<file path="config.mk">
export PLATFORM = sky130hd
export DESIGN_NAME = ram_burst_master
export DESIGN_NICKNAME = d
export VERILOG_FILES = /design/src/rtl/ram_burst_pkg.sv /design/src/rtl/ram_burst_rdbuf.sv /design/src/rtl/ram_burst_master.sv
export SDC_FILE = /design/constraint.sdc
export NUM_CORES = 1
export LEC_CHECK = 0
export ABC_AREA = 1
export BUFFER_PORTS_ARGS = -buffer_cell sky130_fd_sc_hd__buf_2
export CORE_UTILIZATION = 45
export DETAILED_ROUTE_END_ITERATION = 12
export PLACE_DENSITY = 0.68
export SYNTH_ARGS = -nofsm -noshare
export SYNTH_HDL_FRONTEND = slang
export SYNTH_SLANG_ARGS = --single-unit
</file>
<file path="constraint.sdc">
create_clock -name clk -period 2.26 [get_ports clk]
set_input_delay 0.226 -clock clk [delete_from_list [all_inputs] [get_ports clk]]
set_output_delay 0.226 -clock clk [all_outputs]
set_load 0.05 [all_outputs]
</file>
<file path="src/rtl/ram_burst_pkg.sv">
// Shared types and constants for the RAM burst master and its read buffer.
package ram_burst_pkg;

  typedef logic [1:0] state_t;

  localparam state_t ST_IDLE  = 2'd0;
  localparam state_t ST_WRITE = 2'd1;
  localparam state_t ST_READ  = 2'd2;
  localparam state_t ST_DRAIN = 2'd3;

  localparam int RDBUF_DEPTH = 2;

endpackage

</file>
<file path="src/rtl/ram_burst_rdbuf.sv">
// Two-entry synchronous FIFO that catches RAM read data; zero-latency valid/ready pop side.
// Push is unconditional from the caller's point of view: the master never issues more reads than free slots.
module ram_burst_rdbuf
  import ram_burst_pkg::*;
#(
  parameter int WIDTH = 8
) (
  input  logic             clk,
  input  logic             rst_n,
  input  logic             push_vld_i,
  input  logic [WIDTH-1:0] push_dat_i,
  input  logic             pop_rdy_i,
  output logic             pop_vld_o,
  output logic [WIDTH-1:0] pop_dat_o,
  output logic [1:0]       count_o
);

  logic [WIDTH-1:0] mem_q [RDBUF_DEPTH];
  logic             wr_ptr_q;
  logic             rd_ptr_q;
  logic [1:0]       count_q;
  logic             push;
  logic             pop;

  assign pop_vld_o = (count_q != 2'd0);
  assign pop_dat_o = pop_vld_o ? mem_q[rd_ptr_q] : '0;
  assign count_o   = count_q;
  assign push      = push_vld_i && (count_q != 2'(RDBUF_DEPTH));
  assign pop       = pop_vld_o && pop_rdy_i;

  always_ff @(posedge clk) begin
    if (!rst_n) begin
      wr_ptr_q <= 1'b0;
      rd_ptr_q <= 1'b0;
      count_q  <= 2'd0;
      for (int i = 0; i < RDBUF_DEPTH; i++) mem_q[i] <= '0;
    end else begin
      if (push) begin
        mem_q[wr_ptr_q] <= push_dat_i;
        wr_ptr_q        <= ~wr_ptr_q;
      end
      if (pop) rd_ptr_q <= ~rd_ptr_q;
      case ({push, pop})
        2'b10:   count_q <= count_q + 2'd1;
        2'b01:   count_q <= count_q - 2'd1;
        default: count_q <= count_q;
      endcase
    end
  end

endmodule

</file>
<file path="src/rtl/ram_burst_master.sv">
// Burst master for a single-port RAM: write beats pass straight through, reads see 1-cycle RAM latency.
// Reads throttle to 2 beats buffered+in flight; RAM_BURST_MASTER_CHECKSUM_EN adds a per-burst XOR checksum port.
module ram_burst_master
  import ram_burst_pkg::*;
#(
  parameter int DATA_WIDTH    = 8,
  parameter int ADDRESS_WIDTH = 3
) (
  input  logic                     clk,
  input  logic                     rst_n,
  input  logic                     cmd_valid,
  output logic                     cmd_ready,
  input  logic                     cmd_write,
  input  logic [ADDRESS_WIDTH-1:0] cmd_addr,
  input  logic [ADDRESS_WIDTH-1:0] cmd_len,
  input  logic                     wr_valid,
  output logic                     wr_ready,
  input  logic [DATA_WIDTH-1:0]    wr_data,
  output logic                     rd_valid,
  input  logic                     rd_ready,
  output logic [DATA_WIDTH-1:0]    rd_data,
  output logic                     ram_en,
  output logic                     ram_we,
  output logic [ADDRESS_WIDTH-1:0] ram_addr,
  output logic [DATA_WIDTH-1:0]    ram_din,
  input  logic [DATA_WIDTH-1:0]    ram_dout,
  output logic                     busy,
  output logic                     done
`ifdef RAM_BURST_MASTER_CHECKSUM_EN
  ,
  output logic [DATA_WIDTH-1:0]    checksum
`endif
);

  state_t                   state_q, state_d;
  logic [ADDRESS_WIDTH-1:0] addr_q, addr_d;
  logic [ADDRESS_WIDTH-1:0] left_q, left_d;
  logic                     inflight_q, inflight_d;
  logic                     done_q, done_d;

  logic                     buf_vld;
  logic [DATA_WIDTH-1:0]    buf_dat;
  logic [1:0]               buf_cnt;
  logic [1:0]               occupancy;
  logic                     accept;
  logic                     wr_beat;
  logic                     rd_issue;
  logic                     rd_pop;
  logic                     last_beat;

  // Outputs are gated with rst_n so they read as zero for the whole reset window.
  assign cmd_ready = rst_n && (state_q == ST_IDLE);
  assign wr_ready  = rst_n && (state_q == ST_WRITE);
  assign busy      = rst_n && (state_q != ST_IDLE);
  assign done      = rst_n && done_q;
  assign rd_valid  = rst_n && buf_vld;
  assign rd_data   = rst_n ? buf_dat : '0;

  assign occupancy = buf_cnt + {1'b0, inflight_q};
  assign accept    = cmd_valid && cmd_ready;
  assign wr_beat   = wr_ready && wr_valid;
  assign rd_issue  = rst_n && (state_q == ST_READ) && (occupancy < 2'(RDBUF_DEPTH));
  assign rd_pop    = rd_valid && rd_ready;
  assign last_beat = (left_q == '0);

  assign ram_en    = wr_beat || rd_issue;
  assign ram_we    = wr_beat;
  assign ram_addr  = ram_en ? addr_q : '0;
  assign ram_din   = wr_beat ? wr_data : '0;

  ram_burst_rdbuf #(
    .WIDTH(DATA_WIDTH)
  ) u_rdbuf (
    .clk       (clk),
    .rst_n     (rst_n),
    .push_vld_i(inflight_q),
    .push_dat_i(ram_dout),
    .pop_rdy_i (rd_ready && rst_n),
    .pop_vld_o (buf_vld),
    .pop_dat_o (buf_dat),
    .count_o   (buf_cnt)
  );

  always_comb begin
    state_d    = state_q;
    addr_d     = addr_q;
    left_d     = left_q;
    done_d     = 1'b0;
    inflight_d = rd_issue;
    case (state_q)
      ST_IDLE: begin
        if (accept) begin
          addr_d  = cmd_addr;
          left_d  = cmd_len;
          state_d = cmd_write ? ST_WRITE : ST_READ;
        end
      end
      ST_WRITE: begin
        if (wr_beat) begin
          addr_d = addr_q + 1'b1;
          left_d = left_q - 1'b1;
          if (last_beat) begin
            state_d = ST_IDLE;
            done_d  = 1'b1;
          end
        end
      end
      ST_READ: begin
        if (rd_issue) begin
          addr_d = addr_q + 1'b1;
          left_d = left_q - 1'b1;
          if (last_beat) state_d = ST_DRAIN;
        end
      end
      ST_DRAIN: begin
        // Final beat leaves the buffer with nothing else outstanding.
        if (rd_pop && (buf_cnt == 2'd1) && !inflight_q) begin
          state_d = ST_IDLE;
          done_d  = 1'b1;
        end
      end
      default: state_d = ST_IDLE;
    endcase
  end

  always_ff @(posedge clk) begin
    if (!rst_n) begin
      state_q    <= ST_IDLE;
      addr_q     <= '0;
      left_q     <= '0;
      inflight_q <= 1'b0;
      done_q     <= 1'b0;
    end else begin
      state_q    <= state_d;
      addr_q     <= addr_d;
      left_q     <= left_d;
      inflight_q <= inflight_d;
      done_q     <= done_d;
    end
  end

`ifdef RAM_BURST_MASTER_CHECKSUM_EN
  logic [DATA_WIDTH-1:0] acc_q, acc_d;
  logic [DATA_WIDTH-1:0] csum_q, csum_d;

  assign checksum = csum_q;

  always_comb begin
    acc_d  = acc_q;
    csum_d = csum_q;
    if (accept) begin
      acc_d  = '0;
      csum_d = '0;
    end
    if (wr_beat)    acc_d = acc_q ^ wr_data;
    if (inflight_q) acc_d = acc_q ^ ram_dout;
    if (done_d)     csum_d = acc_d;
  end

  always_ff @(posedge clk) begin
    if (!rst_n) begin
      acc_q  <= '0;
      csum_q <= '0;
    end else begin
      acc_q  <= acc_d;
      csum_q <= csum_d;
    end
  end
`endif

endmodule

</file>
==> Word level (Yosys, flattened, before mapping) <==
Memories as Yosys holds them, arrays and structs flattened. A register that Yosys moved wholly into a read port is not among the register bits.
Index checks and enable logic that the tools add are counted.
{ "op_classes": {"addsub": 5, "magnitude_cmp": 1, "n_eq_ne": 13, "n_mux": 34, "bitwise": 2, "reduce_logical": 26} }
{ "ops": {"columns": ["cell", "count"], "rows": [
  ["2-to-1 mux 8 bit", 4],
  ["2-to-1 mux 3 bit", 7],
  ["one-hot mux 3 bit (3 select lines)", 2],
  ["logical AND 1 bit", 15],
  ["2-to-1 mux 2 bit", 7],
  ["!= test 2 bit (second input constant)", 7],
  ["2-to-1 mux 1 bit", 11],
  ["one-hot mux 2 bit (4 select lines)", 1],
  ["OR reduction 8 bit", 1],
  ["== test 2 x 1 -> 1 bit (second input constant)", 3],
  ["== test 2 bit (second input constant)", 3],
  ["AND reduction 6 bit", 1],
  ["nonzero test 2 bit", 3],
  ["one-hot mux 2 bit (2 select lines)", 1],
  ["AND reduction 4 bit", 1],
  ["adder 3 x 1 -> 3 bit (second input constant)", 1],
  ["logical NOT 3 bit", 1],
  ["nonzero test 3 bit", 1],
  ["subtractor 3 x 1 -> 3 bit (second input constant)", 1],
  ["adder 2 x 1 -> 2 bit", 1],
  ["adder 2 x 1 -> 2 bit (second input constant)", 1],
  ["logical NOT 2 bit", 1],
  ["< comparator 2 bit (second input constant)", 1],
  ["inverter 1 bit", 2],
  ["other kinds (4)", 4]
]} }
{ "word_totals": {"ff_bits": 14, "mem_bits_rw": 16, "in_bits": 28, "out_inout_bits": 26, "wordCells": 90, "memories": 1} }
{ "memory_table": {"columns": ["memory", "depth", "width", "rd", "rd_clocked_by_memory_dff", "wr", "line", "text"], "rows": [
  ["u_rdbuf.mem_q", 2, 8, 1, 1, 2, "ram_burst_rdbuf.sv:18", "logic [WIDTH-1:0] mem_q [RDBUF_DEPTH];"]
]} }

==> Longest topological paths before layout <==
{ "logic_depth": {"depth_word": 7, "depth_mapped": 11} }

==> Modules after synthesis <==
Synthesis repeated with hierarchy kept, for this count alone.
{ "unflattened": {"hier_cells": 277, "area_unflattened_um2": 1901.8} }
{ "modules_own_cells": {"columns": ["module", "n_inst", "cells_each", "area_per_inst_um2"], "rows": [
  ["ram_burst_rdbuf", 1, 105, 969.7],
  ["ram_burst_master", 1, 172, 932.1]
]} }

==> Least setup slack after synthesis <==
No wires, ideal clock.
{ "synth_path": {"kind": "register to output", "start": "reg u_rdbuf.count_q[0] (netlist: u_rdbuf.count_o[0])", "end": "out rd_data[0]", "t_arrival_ps": 2426, "required_ps": 2034, "setup_slack_ps": -392, "path_stages_with_launch": 6, "n_path_buf": 0, "cell_sequence": "dfxtp_1 inv_1 ha_1 nor2_1 o21ai_0 nor2_1"} }
{ "synth_via": {"elab_chain_len": 3} }
{ "synth_rtl": {"columns": ["element", "line", "text"], "rows": [
  ["from (decl)", "ram_burst_rdbuf.sv:21", "logic [1:0] count_q;"],
  ["from (signal assigned)", "ram_burst_rdbuf.sv:44", "2'b10: count_q <= count_q + 2'd1;"],
  ["from (signal assigned)", "ram_burst_rdbuf.sv:45", "2'b01: count_q <= count_q - 2'd1;"],
  ["from (signal assigned)", "ram_burst_rdbuf.sv:46", "default: count_q <= count_q;"],
  ["nonzero test 2 bit", "ram_burst_rdbuf.sv:25", "assign pop_vld_o = (count_q != 2'd0);"],
  ["2-to-1 mux 8 bit", "ram_burst_rdbuf.sv:26", "assign pop_dat_o = pop_vld_o ? mem_q[rd_ptr_q] : '0;"],
  ["2-to-1 mux 8 bit", "ram_burst_master.sv:57", "assign rd_data = rst_n ? buf_dat : '0;"],
  ["to (decl)", "ram_burst_master.sv:21", "output logic [DATA_WIDTH-1:0] rd_data,"]
]} }
No other way between the ends.

==> Final worst setup path <==
{ "layout_path": {"start": "reg u_rdbuf.count_q[0] (netlist: u_rdbuf.count_o[0])", "end": "out rd_data[6]"} }
Same word-level chain as after synthesis.

==> impl_metrics.json <==
{
  "outcome": "finished clean",
  "crit_type": "reg -> out",
  "numCtsBuffers": 5,
  "die_area_sq_um": 4240,
  "min_period_over_period_pct": 92.1,
  "yosys_warnings": 0,
  "crit_buf_inv": 2,
  "drt_first_pass_iters": 4,
  "cts.sinks": 31,
  "vias_per_cell": 4.49,
  "via_count": 1588,
  "yosysTopAreaCell": "edfxtp_1",
  "fp.dieH_um": 65.1,
  "grt_max_degree": 13,
  "track_usage_pct": 18.5,
  "min_period_ps": 2080,
  "cts_tree": "built",
  "fin_total_pwr_w": 0.00234,
  "yosysUniqueCellTypes": 19,
  "drc": 0,
  "worst_hold_slack_ps": 256,
  "cp.required_ps": 2030,
  "critical_path_arrival_ps": 1860,
  "gp_congestion": 0.810,
  "worst_setup_path_start_kind": "flop",
  "cp-end-kind": "output port",
  "clkSlewWorstSetupHoldPaths_ps": 70,
  "root_buffer": "clkbuf_8",
  "slew_headroom_pct": 76.4,
  "p_clk_share_pct": 22.3,
  "antenna_found_initial": 0,
  "crit_fanout": 9,
  "initial_core_util_pct": 47.9,
  "slew_violations": 0,
  "switchingPower_w": 0.000997,
  "slowest_delay_ps": 410,
  "layout.nets": 345,
  "die_w_um": 65.1,
  "grt_pass1_vias": 1427,
  "layout-drive-gt1-share_pct": 26.5,
  "syn_area_sq_um": 1790,
  "syn-instance-count": 248,
  "fin_cells": 354,
  "p_per_area_nw_per_um2": 1040,
  "routedWlPerCell_um": 9.93,
  "cap_violations": 0,
  "switching_share_pct": 42.5,
  "dp_hpwl_um": 2630,
  "fin_tns_setup_ps": 0,
  "ios": 54,
  "p_leak_nw": 1.26,
  "hold_path.class": "in -> reg",
  "port_buffers": 53,
  "internal-power_w": 0.00135,
  "finalWorstSetupSlack_ps": 178,
  "drtIter0Drc": 92,
  "num_antenna_cells": 0,
  "ant_nets": 0,
  "rsz0062_at_grt": "false",
  "placeableCoreArea_sq_um": 3740,
  "worst_path_most_repeated_cell": "nor2_2",
  "hold_viol_final": 0,
  "htree_num_levels": 2,
  "ys_seq_area_share_pct": 43.5,
  "dp.cells": 346,
  "area_growth_pct": 25.3,
  "vdd_drop_max_mv": 0.865,
  "finClkSkew_ps": 5.43,
  "worstSkewPairLatency_ps": 280,
  "syn_area_per_cell_sq_um": 7.23,
  "grt_overflow": 0,
  "crit_slowest_cell": "dfxtp_1",
  "grt_pass1_wl_um": 6070,
  "clockBufferDepth": 2,
  "pwr-share-comb_pct": 44.9,
  "synthesis.nets": 288,
  "place_ws_ps": 415,
  "worst_pin_slew_ps": 353,
  "setup_viol": 0,
  "cp_cell_sequence": "inv_1, ha_1, nor2_2, o21ai_0, nor2_2, buf_2",
  "synth.area.top_cells": "edfxtp_1, dfxtp_1, nor2_1",
  "wl_um": 3520,
  "synth-seq-cells": 31,
  "synth_top_area_share_pct": 26.8,
  "seq_power_share_pct": 32.8,
  "num_rows": 22,
  "critPathTopFamily": "flip-flops",
  "max_freq_mhz": 480
}
## final timing paths
kind	from	slack (ps)	to	cells past startpoint
setup / recovery	u_rdbuf.count_o[0]	180	rd_data[6]	6
hold / removal	ram_dout[5]	260	u_rdbuf.mem_q[0][5]	3
setup reg to reg	u_rdbuf.count_o[0]	570	u_rdbuf.mem_q[0][2]	7
hold reg to reg	u_rdbuf.wr_ptr_q	490	u_rdbuf.wr_ptr_q	2
## area by class of cell
type | instances | area [sq um]
Clock inverter | 3 | 38.8
Timing Repair Buffer | 56 | 288
Multi-Input combinational cell | 167 | 845
Inverter | 44 | 165
Tap cell | 48 | 60.1
Sequential cell | 31 | 781
Clock buffer | 5 | 68.8
Fill cell | 382 | 1500
## worst reg2reg max path: cells and delay by family (launching register included)
family	cells	cell delay, ps
and+or+nand+nor	4	570
DFF	1	410
adders and majority gates	1	190
buffers and inverters	2	180
## registers in the layout (all words and copies together), names as in the netlist, named ones only
signal / cells
done_q: 1
inflight_q: 1
u_rdbuf.wr_ptr_q: 1
left_q: 3
addr_q: 3
u_rdbuf.mem_q: 16
u_rdbuf.count_o: 2
state_q: 2
u_rdbuf.rd_ptr_q: 1
## through the flow
stage	area, sq um	utilization [%]
6_report	2250	60.0
5_1_grt	2250	60.0
4_1_cts	2240	59.9
3_5_place_dp	2140	57.1
3_3_place_gp	2140	57.1
2_1_floorplan	1820	-
## power by group through the flow
stage	Sequential, W	Clock [W]	Combinational, W
4_1_cts	0.000770	0.000534	0.00106
5_1_grt	0.000785	0.000564	0.00119
3_3_place_gp	0.000777	0	0.00104
3_5_place_dp	0.000781	0	0.00106
2_1_floorplan	0.000756	0	0.000877
6_report	0.000770	0.000523	0.00105
## what timing repair did
item	CTS	global route
setup endpoints to repair	0	3
hold buffers	0	0
buffers inserted	0	0
resized for setup	0	1
## synth_stat cells
library cell and number:
inv_1 44, nand3_1 9, edfxtp_1 16, o21ai_0 13, buf_4 1, dfxtp_1 15, xor2_1 2, nor2_1 69
or2_2 2, nand3_2 2, clkbuf_1 3, buf_6 1, xnor2_1 1, nor2_4 1, mux2i_1 1, nand2_1 50
buf_2 1, a21oi_1 5, ha_1 12
## routing by layer
layer	global-route usage, %	routed length, um	part of all wire (%)
met1	22.3	1650	47
met4	5.71	34	0.97
met2	33.3	1720	49
met5	0	0	0
met3	3.13	118	3.4
## cell families after synthesis
group | after synthesis | synth area share [%]
AO/OA/AOI/OAI | 18 | 5.02
XOR/XNOR | 3 | 1.47
adder cells (fa/ha/maj) | 12 | 8.37
buffers and inverters | 50 | 11.2
flip-flops | 31 | 43.5
multiplexers | 1 | 0.558
AND/OR/NAND/NOR | 133 | 29.9
## layout by cell type (no fill, tap or decap)
cell / count
buf_2: 53
clkinv_1: 1
nand3_1: 9
nand2_1: 49
ha_1: 12
edfxtp_1: 16
clkinv_2: 1
nor2_4: 1
inv_1: 44
nor2_2: 12
nand2_2: 1
bufinv_16: 1
or2_2: 2
dfxtp_1: 15
nand3_2: 2
xnor2_1: 1
nor2_1: 57
a21oi_1: 5
buf_4: 3
o21ai_0: 13
xor2_1: 2
mux2i_1: 1
clkbuf_8: 5
Power figures use the tool's default switching activity.
